==> config.mk <==
export PLATFORM = sky130hd
export DESIGN_NAME = frequency_control_mc
export DESIGN_NICKNAME = d
export VERILOG_FILES = /design/src/rtl/freq_ctrl_pkg.sv /design/src/rtl/frequency_control_mc_button_repeat.sv /design/src/rtl/frequency_control_mc.sv
export SDC_FILE = /design/constraint.sdc
export NUM_CORES = 1
export LEC_CHECK = 0
export ABC_AREA = 1
export BUFFER_PORTS_ARGS = -buffer_cell sky130_fd_sc_hd__buf_2
export CAP_MARGIN = 20
export CORE_MARGIN = 4
export CORE_UTILIZATION = 43
export DETAILED_ROUTE_END_ITERATION = 6
export PLACE_DENSITY_LB_ADDON = 0.2
export SKIP_CTS_REPAIR_TIMING = 1
export SYNTH_ARGS = -nofsm -noshare
export SYNTH_HDL_FRONTEND = slang
export SYNTH_HIERARCHICAL = 1
export SYNTH_SLANG_ARGS = --single-unit
==> constraint.sdc <==
create_clock -name clk -period 8.1 [get_ports clk]
set_input_delay 0.81 -clock clk [delete_from_list [all_inputs] [get_ports clk]]
set_output_delay 0.81 -clock clk [all_outputs]
set_load 0.05 [all_outputs]
==> src/rtl/freq_ctrl_pkg.sv <==
// Shared types and constant helpers for the multi-channel frequency controller.
package freq_ctrl_pkg;

    // Button auto-repeat states.
    typedef enum logic [1:0] {
        RPT_IDLE   = 2'd0,
        RPT_HOLD   = 2'd1,
        RPT_REPEAT = 2'd2
    } rpt_state_e;

    // Width of the scale index port; covers up to 8 decade scales.
    localparam int SCALE_W = 3;

    // Step size for a decade scale: 10^scale.
    function automatic logic [31:0] step_of(input logic [SCALE_W-1:0] scale);
        logic [31:0] s;
        s = 32'd1;
        for (int i = 0; i < 7; i++) begin
            if (i < int'(scale)) s = s * 32'd10;
        end
        return s;
    endfunction

    // Bits needed to hold every value in 0..max_val.
    function automatic int width_of(input int max_val);
        return (max_val < 1) ? 1 : $clog2(max_val + 1);
    endfunction

endpackage

==> src/rtl/frequency_control_mc_button_repeat.sv <==
// Press detection and hold-to-repeat timing for the up/down buttons.
// step_req is combinational so a step lands on the same edge that samples it.
module button_repeat
    import freq_ctrl_pkg::*;
#(
    parameter int unsigned REPEAT_DELAY  = 25_000_000,
    parameter int unsigned REPEAT_PERIOD = 5_000_000
) (
    input  logic clk,
    input  logic reset,
    input  logic up_level,
    input  logic down_level,
    input  logic force_idle,
    output logic step_req,
    output logic step_dir
);

    localparam logic [31:0] DLY_LAST = 32'(REPEAT_DELAY - 1);
    localparam logic [31:0] PER_LAST = 32'(REPEAT_PERIOD - 1);

    rpt_state_e  state_q;
    logic [31:0] cnt_q;
    logic        dir_q;
    logic        up_prev_q;
    logic        down_prev_q;

    logic dir_up;
    logic dir_dn;
    logic press;
    logic held_same;

    // Decode the button levels and decide whether this cycle issues a step.
    always_comb begin
        // NOTE: every output gets a default before the case so no path leaves it unassigned (no latch).
        dir_up    = up_level & ~down_level;
        dir_dn    = down_level & ~up_level;
        press     = (dir_up | dir_dn) & ~(up_prev_q | down_prev_q);
        held_same = dir_q ? dir_up : dir_dn;
        step_req  = 1'b0;
        step_dir  = dir_up;
        case (state_q)
            RPT_IDLE: begin
                step_req = press;
                step_dir = dir_up;
            end
            RPT_HOLD: begin
                step_req = held_same && (cnt_q == DLY_LAST);
                step_dir = dir_q;
            end
            RPT_REPEAT: begin
                step_req = held_same && (cnt_q == PER_LAST);
                step_dir = dir_q;
            end
            default: begin
                step_req = 1'b0;
                step_dir = dir_up;
            end
        endcase
    end

    // Repeat FSM, hold counter and the one-cycle-delayed button levels.
    always_ff @(posedge clk) begin
        // NOTE: state is updated with non-blocking assignments so every register samples pre-edge values.
        if (reset) begin
            state_q     <= RPT_IDLE;
            cnt_q       <= '0;
            dir_q       <= 1'b0;
            up_prev_q   <= 1'b0;
            down_prev_q <= 1'b0;
        end else begin
            up_prev_q   <= up_level;
            down_prev_q <= down_level;
            if (force_idle) begin
                state_q <= RPT_IDLE;
                cnt_q   <= '0;
            end else begin
                case (state_q)
                    RPT_IDLE: begin
                        if (press) begin
                            state_q <= RPT_HOLD;
                            cnt_q   <= '0;
                            dir_q   <= dir_up;
                        end
                    end
                    RPT_HOLD: begin
                        if (!held_same) begin
                            state_q <= RPT_IDLE;
                        end else if (cnt_q == DLY_LAST) begin
                            state_q <= RPT_REPEAT;
                            cnt_q   <= '0;
                        end else begin
                            cnt_q <= cnt_q + 32'd1;
                        end
                    end
                    RPT_REPEAT: begin
                        if (!held_same) begin
                            state_q <= RPT_IDLE;
                        end else if (cnt_q == PER_LAST) begin
                            cnt_q <= '0;
                        end else begin
                            cnt_q <= cnt_q + 32'd1;
                        end
                    end
                    default: state_q <= RPT_IDLE;
                endcase
            end
        end
    end

endmodule

==> src/rtl/frequency_control_mc.sv <==
// Per-channel frequency setpoints with decade up/down steps, saturate or wrap
// at the bounds, and hold-to-repeat. Feeds the NCO/reference generators.
module frequency_control_mc
    import freq_ctrl_pkg::*;
#(
    parameter int          NUM_CH        = 2,
    parameter int          FREQ_MIN      = 0,
    parameter int          FREQ_MAX      = 8191,
    parameter int          NUM_SCALES    = 4,
    parameter int unsigned REPEAT_DELAY  = 25_000_000,
    parameter int unsigned REPEAT_PERIOD = 5_000_000,
    parameter bit          WRAP_EN       = 1'b0,
    localparam int         W             = width_of(FREQ_MAX),
    localparam int         CH_W          = (NUM_CH > 1) ? $clog2(NUM_CH) : 1
) (
    input  logic                  clk,
    input  logic                  reset,
    input  logic                  up_level,
    input  logic                  down_level,
    input  logic                  scale_pulse,
    input  logic                  ch_pulse,
    output logic [NUM_CH*W-1:0]   freq_out,
    output logic [CH_W-1:0]       ch_sel_out,
    output logic [SCALE_W-1:0]    scale_out,
    output logic                  update_pulse,
    output logic                  at_limit
);

    // Arithmetic width must hold FREQ_MAX plus the largest step without overflow.
    localparam logic [31:0] STEP_MAX = step_of(SCALE_W'(NUM_SCALES - 1));
    localparam int          AW_MIN   = width_of(FREQ_MAX + int'(STEP_MAX));
    localparam int          AW       = (AW_MIN > W + 1) ? AW_MIN : W + 1;
    localparam logic [AW-1:0] MAX_A  = AW'(FREQ_MAX);
    localparam logic [AW-1:0] MIN_A  = AW'(FREQ_MIN);
    localparam logic [W-1:0]  MAX_W  = W'(FREQ_MAX);
    localparam logic [W-1:0]  MIN_W  = W'(FREQ_MIN);

    logic               step_req;
    logic               step_dir;
    logic [W-1:0]       freq_q [NUM_CH];
    logic [CH_W-1:0]    ch_sel_q;
    logic [SCALE_W-1:0] scale_q;
    logic               update_q;
    logic               at_limit_q;

    logic [AW-1:0]      f_a;
    logic [AW-1:0]      s_a;
    logic [AW-1:0]      sum_a;
    logic [W-1:0]       next_f;
    logic               clamp;

    button_repeat #(
        .REPEAT_DELAY  (REPEAT_DELAY),
        .REPEAT_PERIOD (REPEAT_PERIOD)
    ) u_button_repeat (
        .clk        (clk),
        .reset      (reset),
        .up_level   (up_level),
        .down_level (down_level),
        .force_idle (ch_pulse),
        .step_req   (step_req),
        .step_dir   (step_dir)
    );

    // Next value of the selected channel for a step at the current scale.
    always_comb begin
        f_a    = AW'(freq_q[ch_sel_q]);
        s_a    = AW'(step_of(scale_q));
        sum_a  = f_a + s_a;
        next_f = freq_q[ch_sel_q];
        clamp  = 1'b0;
        if (step_dir) begin
            if (sum_a <= MAX_A) begin
                next_f = W'(sum_a);
            end else begin
                next_f = WRAP_EN ? MIN_W : MAX_W;
                clamp  = 1'b1;
            end
        end else begin
            if (f_a >= MIN_A + s_a) begin
                next_f = W'(f_a - s_a);
            end else begin
                next_f = WRAP_EN ? MAX_W : MIN_W;
                clamp  = 1'b1;
            end
        end
    end

    // Setpoint array, selection counters and the registered status flags.
    always_ff @(posedge clk) begin
        if (reset) begin
            // NOTE: the setpoint array is a small set of flops, not a RAM, so it is reset like any register.
            for (int c = 0; c < NUM_CH; c++) freq_q[c] <= MIN_W;
            ch_sel_q   <= '0;
            scale_q    <= '0;
            update_q   <= 1'b0;
            at_limit_q <= 1'b0;
        end else begin
            update_q <= step_req;
            if (step_req) begin
                freq_q[ch_sel_q] <= next_f;
                at_limit_q       <= clamp;
            end
            if (ch_pulse) begin
                ch_sel_q <= (ch_sel_q == CH_W'(NUM_CH - 1)) ? '0 : ch_sel_q + CH_W'(1);
            end
            if (scale_pulse) begin
                scale_q <= (scale_q == SCALE_W'(NUM_SCALES - 1)) ? '0 : scale_q + SCALE_W'(1);
            end
        end
    end

    for (genvar c = 0; c < NUM_CH; c++) begin : g_pack
        assign freq_out[c*W +: W] = freq_q[c];
    end

    assign ch_sel_out   = ch_sel_q;
    assign scale_out    = scale_q;
    assign update_pulse = update_q;
    assign at_limit     = at_limit_q;

endmodule

* Word level (Yosys, flattened, before mapping)
Memory sizes are Yosys's and may differ from the RTL's. A register that Yosys moved wholly into a read port is not among the register bits.
Cells that the tools add are included.
** Word-level totals
- Bits of input ports :: 6
- Bits in registers :: 43
- RAM bits :: 26
- Output and inout bits :: 32
- Memories kept :: 1
- Word-level logic and storage cells :: 98
** Memories
- freq_q :: words 2, width 13, read ports 3, clocked after memory_dff 1, wr ports 2, line frequency_control_mc.sv:40 : logic [W-1:0] freq_q [NUM_CH];
** Cells by class
- Magnitude comparators :: 9
- Multiplexer cells :: 39
- Add/subtract/negate cells :: 5
- Bitwise gates (word level) :: 9
- Reductions and logical operators :: 10
- Equality and inequality tests :: 10
- $mul :: 6
** Operators by type and width (number)
- 32-bit two-way mux :: 10
- 32-bit by 3-bit multiplier with 31-bit output (second input constant) :: 5
- 32-bit one-hot mux with 3 select lines :: 1
- 13-bit two-way mux :: 4
- 32-bit by 1-bit adder with 32-bit output (second input constant) :: 1
- 32-bit by 23-bit == test with 1-bit output (second input constant) :: 1
- 32-bit by 25-bit == test with 1-bit output (second input constant) :: 1
- 32-bit by 3-bit multiplier with 13-bit output (second input constant) :: 1
- 1-bit two-way mux :: 15
- 13-bit by 14-bit adder with 14-bit output :: 1
- 13-bit by 14-bit >= comparator with 1-bit output :: 1
- 14-bit by 13-bit less-or-equal comparator with 1-bit output (second input constant) :: 1
- 14-bit two-way mux :: 1
- 13-bit OR reduction :: 1
- 13-bit subtractor :: 1
- 3-bit less-than comparator (first input constant) :: 3
- 2-bit two-way mux :: 4
- 1-bit by 3-bit less-than comparator with 1-bit output (first input constant) :: 2
- 2-bit by 3-bit less-than comparator with 1-bit output (first input constant) :: 2
- 2-bit by 1-bit != test with 1-bit output (second input constant) :: 3
- 2-bit one-hot mux with 3 select lines :: 1
- 3-bit AND reduction :: 2
- 4-bit two-way mux :: 1
- 1-bit inverter :: 4
- other kinds (16) :: 21

* Longest topological paths before layout
- Word-level depth :: 19
- Depth in mapped cells :: 39
- Gate-level depth less buffers :: 37

* By module
Netlist, hierarchy kept.
** By module, submodules not included
- frequency_control_mc :: cells an instance 700, sequential area each 920.9 um2, instances 1, area an instance 4959.8 um2
- button_repeat :: cells an instance 382, sequential area each 740.7 um2, instances 1, area an instance 2441.1 um2

* Worst setup path after synthesis
OpenSTA, ideal clock, no wires.
- Path kind :: register -> register
- Start :: register scale_q[0], in the netlist scale_out[0]
- End :: memory freq_q[0][9] (netlist name) (data pin)
- Cell stages (with the launch flop) :: 36
- Period minus slack after synthesis :: 6992 ps
- Library setup time :: 146 ps
- Setup slack :: 1108 ps
- Data required time :: 7954 ps
- Path buffers :: 2
- Arrival :: 6846 ps
- Path through :: dfxtp_1 -> buf_2 -> nor2_1 -> nor2_1 -> ha_1 -> nand2_1 -> inv_1 -> ha_1 -> fa_1 -> inv_1 -> o22ai_1 -> ha_1 -> ha_1 -> a21oi_1 -> o21ai_0 -> xnor2_1 -> o21ai_0 -> ha_1 -> ha_1 -> a21oi_1 -> o211ai_1 -> a22o_1 -> xnor2_1 -> o21ai_0 -> ha_1 -> nor2_1 -> nand2_1 -> nor4_1 -> a41oi_1 -> a21oi_1 -> or2_1 -> buf_2 -> nand3_1 -> nand2_1 -> inv_1 -> a21oi_2
** RTL lines
- from (decl) :: line frequency_control_mc.sv:42 : logic [SCALE_W-1:0] scale_q;
- from (signal assigned) :: line frequency_control_mc.sv:108 : scale_q <= (scale_q == SCALE_W'(NUM_SCALES - 1)) ? '0 : scale_q + SCALE_W'(1);
- to (decl) :: line frequency_control_mc.sv:40

==> summary.md <==
| Metric | Value |
|---|---|
| Area contributors post-synth | ha_1 (16%), dfxtp_1 (12%), nand2_1 (11%), edfxtp_1 (11%), inv_1 (8.0%) |
| # IOs | 38 |
| Post-DP HPWL | 15500 um |
| Reg2Reg Depth | 34 |
| Sequential fraction of the synthesis area | 0.225 |
| Core Util, Final | 0.477 |
| Placer Congestion | 0.918 |
| Worst VDD drop | 0.000142 V |
| Max-cap violation count | 0 |
| Initial antenna violation count | 0 |
| Max-slew headroom | 0.394 |
| Syn_area_per_cell | 6.84 um^2 |
| Cells after Synth | 1082 |
| Primary FF master, synth | dfxtp_1 |
| Input/output buffers | 37 |
| Skew final | 0.00660 ns |
| Initial Util | 0.443 |
| Pwr Total | 1.20 mW |
| CTS tree | built |
| Setup_tns | 0 ns |
| # rows | 47 |
| Post-Syn Area | 7400 um^2 |
| Wire per inst | 14.8 um |
| Pwr dens | 151 nW/um^2 |
| CTS sink count | 70 |
| Antenna cells | 0 |
| Crit path largest cell delay | 0.54 ns |
| Vias | 6822 |
| Post-synth top area cell | ha_1 |
| Area Growth Syn to Fin | 7.71% |
| Largest net degree at the start of global routing | 31 |
| Routed wl met2 | 9270 um |
| CTS root buf | clkbuf_16 |
| Max Used Layer | met4 |
| Worst Path Max Fanout | 13 |
| Critical Path RT | 8.28 ns |
| Longest Clk Path Bufs | 2 |
| Critical Path Slowest Stage Cell | fa_1 |
| Antenna-violating nets left | 0 |
| Status | finished, final reports clean |
| Worst min path class | flip-flop to flip-flop |
| Commonest cells after routing, fill and taps aside | nand2_1 (215), inv_1 (158), nor2_1 (117) |
| Critical Path Sink Type | flip-flop |
| Final setup vio count | 0 |
| Synthesized flop and latch total | 70 |
| Layout cells sized above 1 | 0.134 |
| Leak | 3.90 nW |
| Worst slew pin tran | 0.907 ns |
| H-tree depth | 3 |
| DRC Markers | 0 |
| Max Slew Vio Count | 0 |
| Clk_lat worst skew | 0.34 ns |
| Syn. warnings | 6 |
| Nets | 1216 |
| Synth top area share | 0.159 |
| Met3 wire len | 761 um |
| RSZ-0062 raised after global routing | false |
| Die height | 139 um |
| Startpoint types | flip-flop |
| Die ar. | 19400 um^2 |
| DRT met1 WL | 9270 um |
| Async SR Flop Fraction | 0 |
| First-pass GRT wire length | 32800 um |
| Final min period | 7.36 ns |
| Critical path arrival | 7.54 ns |
| Initial DRT Pass Iterations | 5 |
| Fmax | 0.136 GHz |
| Hold depth | 3 |
| Core area | 16700 um^2 |
| Post-synth EDFFs | 26 |
| Congestion Overflow GR | 0 |
| Routed wire length | 19700 um |
| Crit Path Class | flip-flop to flip-flop |
| Die Wd | 139 um |
| Clock buffer count from CTS | 9 |
| Vias per cell | 5.11 |
| Global-route usage over all layers | 0.208 |
| Fin crit share | 0.909 |
| Vias in the first global route | 6542 |
| Most common cell after layout, fill and taps aside | nand2_1 |
| Cell mode on critical path | ha_1 |
| Drt initial violations | 423 |
| Reg clk slew, reported paths | 0.06 ns |
| Endpoints failing hold | 0 |
| Distinct cells, synth | 54 |
state kept, by name (all words and copies together), names as in the netlist, named ones only:
register / count
ch_sel_out: 1
u_button_repeat/state_q: 2
u_button_repeat/dir_q: 1
u_button_repeat/cnt_q: 32
at_limit: 1
u_button_repeat/up_prev_q: 1
u_button_repeat/down_prev_q: 1
update_pulse: 1
freq_q: 26
scale_out: 3
Yosys cell counts, drive strengths merged (6+ instances only):
cell	instances
clkbuf	11
a31oi	6
nand2	228
nand3	81
inv	169
xor2	12
edfxtp	26
dfxtp	44
nor3	19
buf	16
o21ai	70
nand4	13
nor2	141
xnor2	8
a21oi	88
mux2	11
ha	94
path summary, 6_finish.rpt:
kind                                               start                                      to  slack (ns)
hold reg to reg   u_button_repeat/cnt_q[30]$_SDFFE_PP0P_  u_button_repeat/cnt_q[30]$_SDFFE_PP0P_        0.54
setup / recovery               scale_out[0]$_SDFFE_PP0P_              freq_q[0][0]$_SDFFCE_PN0P_        0.74
hold / removal    u_button_repeat/cnt_q[30]$_SDFFE_PP0P_  u_button_repeat/cnt_q[30]$_SDFFE_PP0P_        0.54
setup reg to reg               scale_out[0]$_SDFFE_PP0P_              freq_q[0][0]$_SDFFCE_PN0P_        0.74
area by class of cell:
cell class,instances,area [um^2]
Sequential cell,70,1660
Inverter,170,638
Multi-Input combinational cell,819,4910
Tap cell,220,275
Fill cell,1735,8730
Clock inverter,5,33.8
Timing Repair Buffer,41,215
Clock buffer,11,233
cells by family (layout without fill, tap and decap cells):
kind of cell               count (synthesis)  in the layout  share of synthesized area
AOI/OAI and AO/OA                        189            189                      0.148
xor gates and xnor gates                  20             20                     0.0237
adders and majority gates                 99             99                      0.172
buffers and inverters                    197            227                      0.114
DFF                                       70             70                      0.225
muxes                                     11             11                     0.0167
other                                      2              6                    0.00101
and+or+nand+nor                          494            494                      0.300
worst max-delay path, delay by kind of cell (launching register included):
kind | cells | cell delay, ns
buffers and inverters | 3 | 0.25
AND/OR/NAND/NOR | 10 | 1.48
AO/OA/AOI/OAI | 11 | 2.10
adder cells (fa/ha/maj) | 8 | 2.69
flip-flops | 1 | 0.44
XOR/XNOR | 2 | 0.27
where the power goes:
part / internal (mW) / switching (mW)
clock network: 0.208 / 0.161
logic: 0.133 / 0.305
registers: 0.381 / 0.0160
metal layers:
metal,vias up,track usage
met5,-,0
met4,0,0.0556
met3,23,0.0379
met2,120,0.353
met1,3091,0.271
li1,3588,-
metrics by stage:
step	setup slack (ns)	instance area, um^2	cells	hold WS (ns)
floorplan	1.11	7420	1086	0.494
CTS	0.483	7970	1336	0.537
finish	0.736	7970	1336	0.538
detailed placement	0.519	7700	1320	0.525
global placement	0.708	7700	1320	0.518
global route	0.0215	7970	1336	0.585
Note: power is estimated with default switching activity, not from simulation.
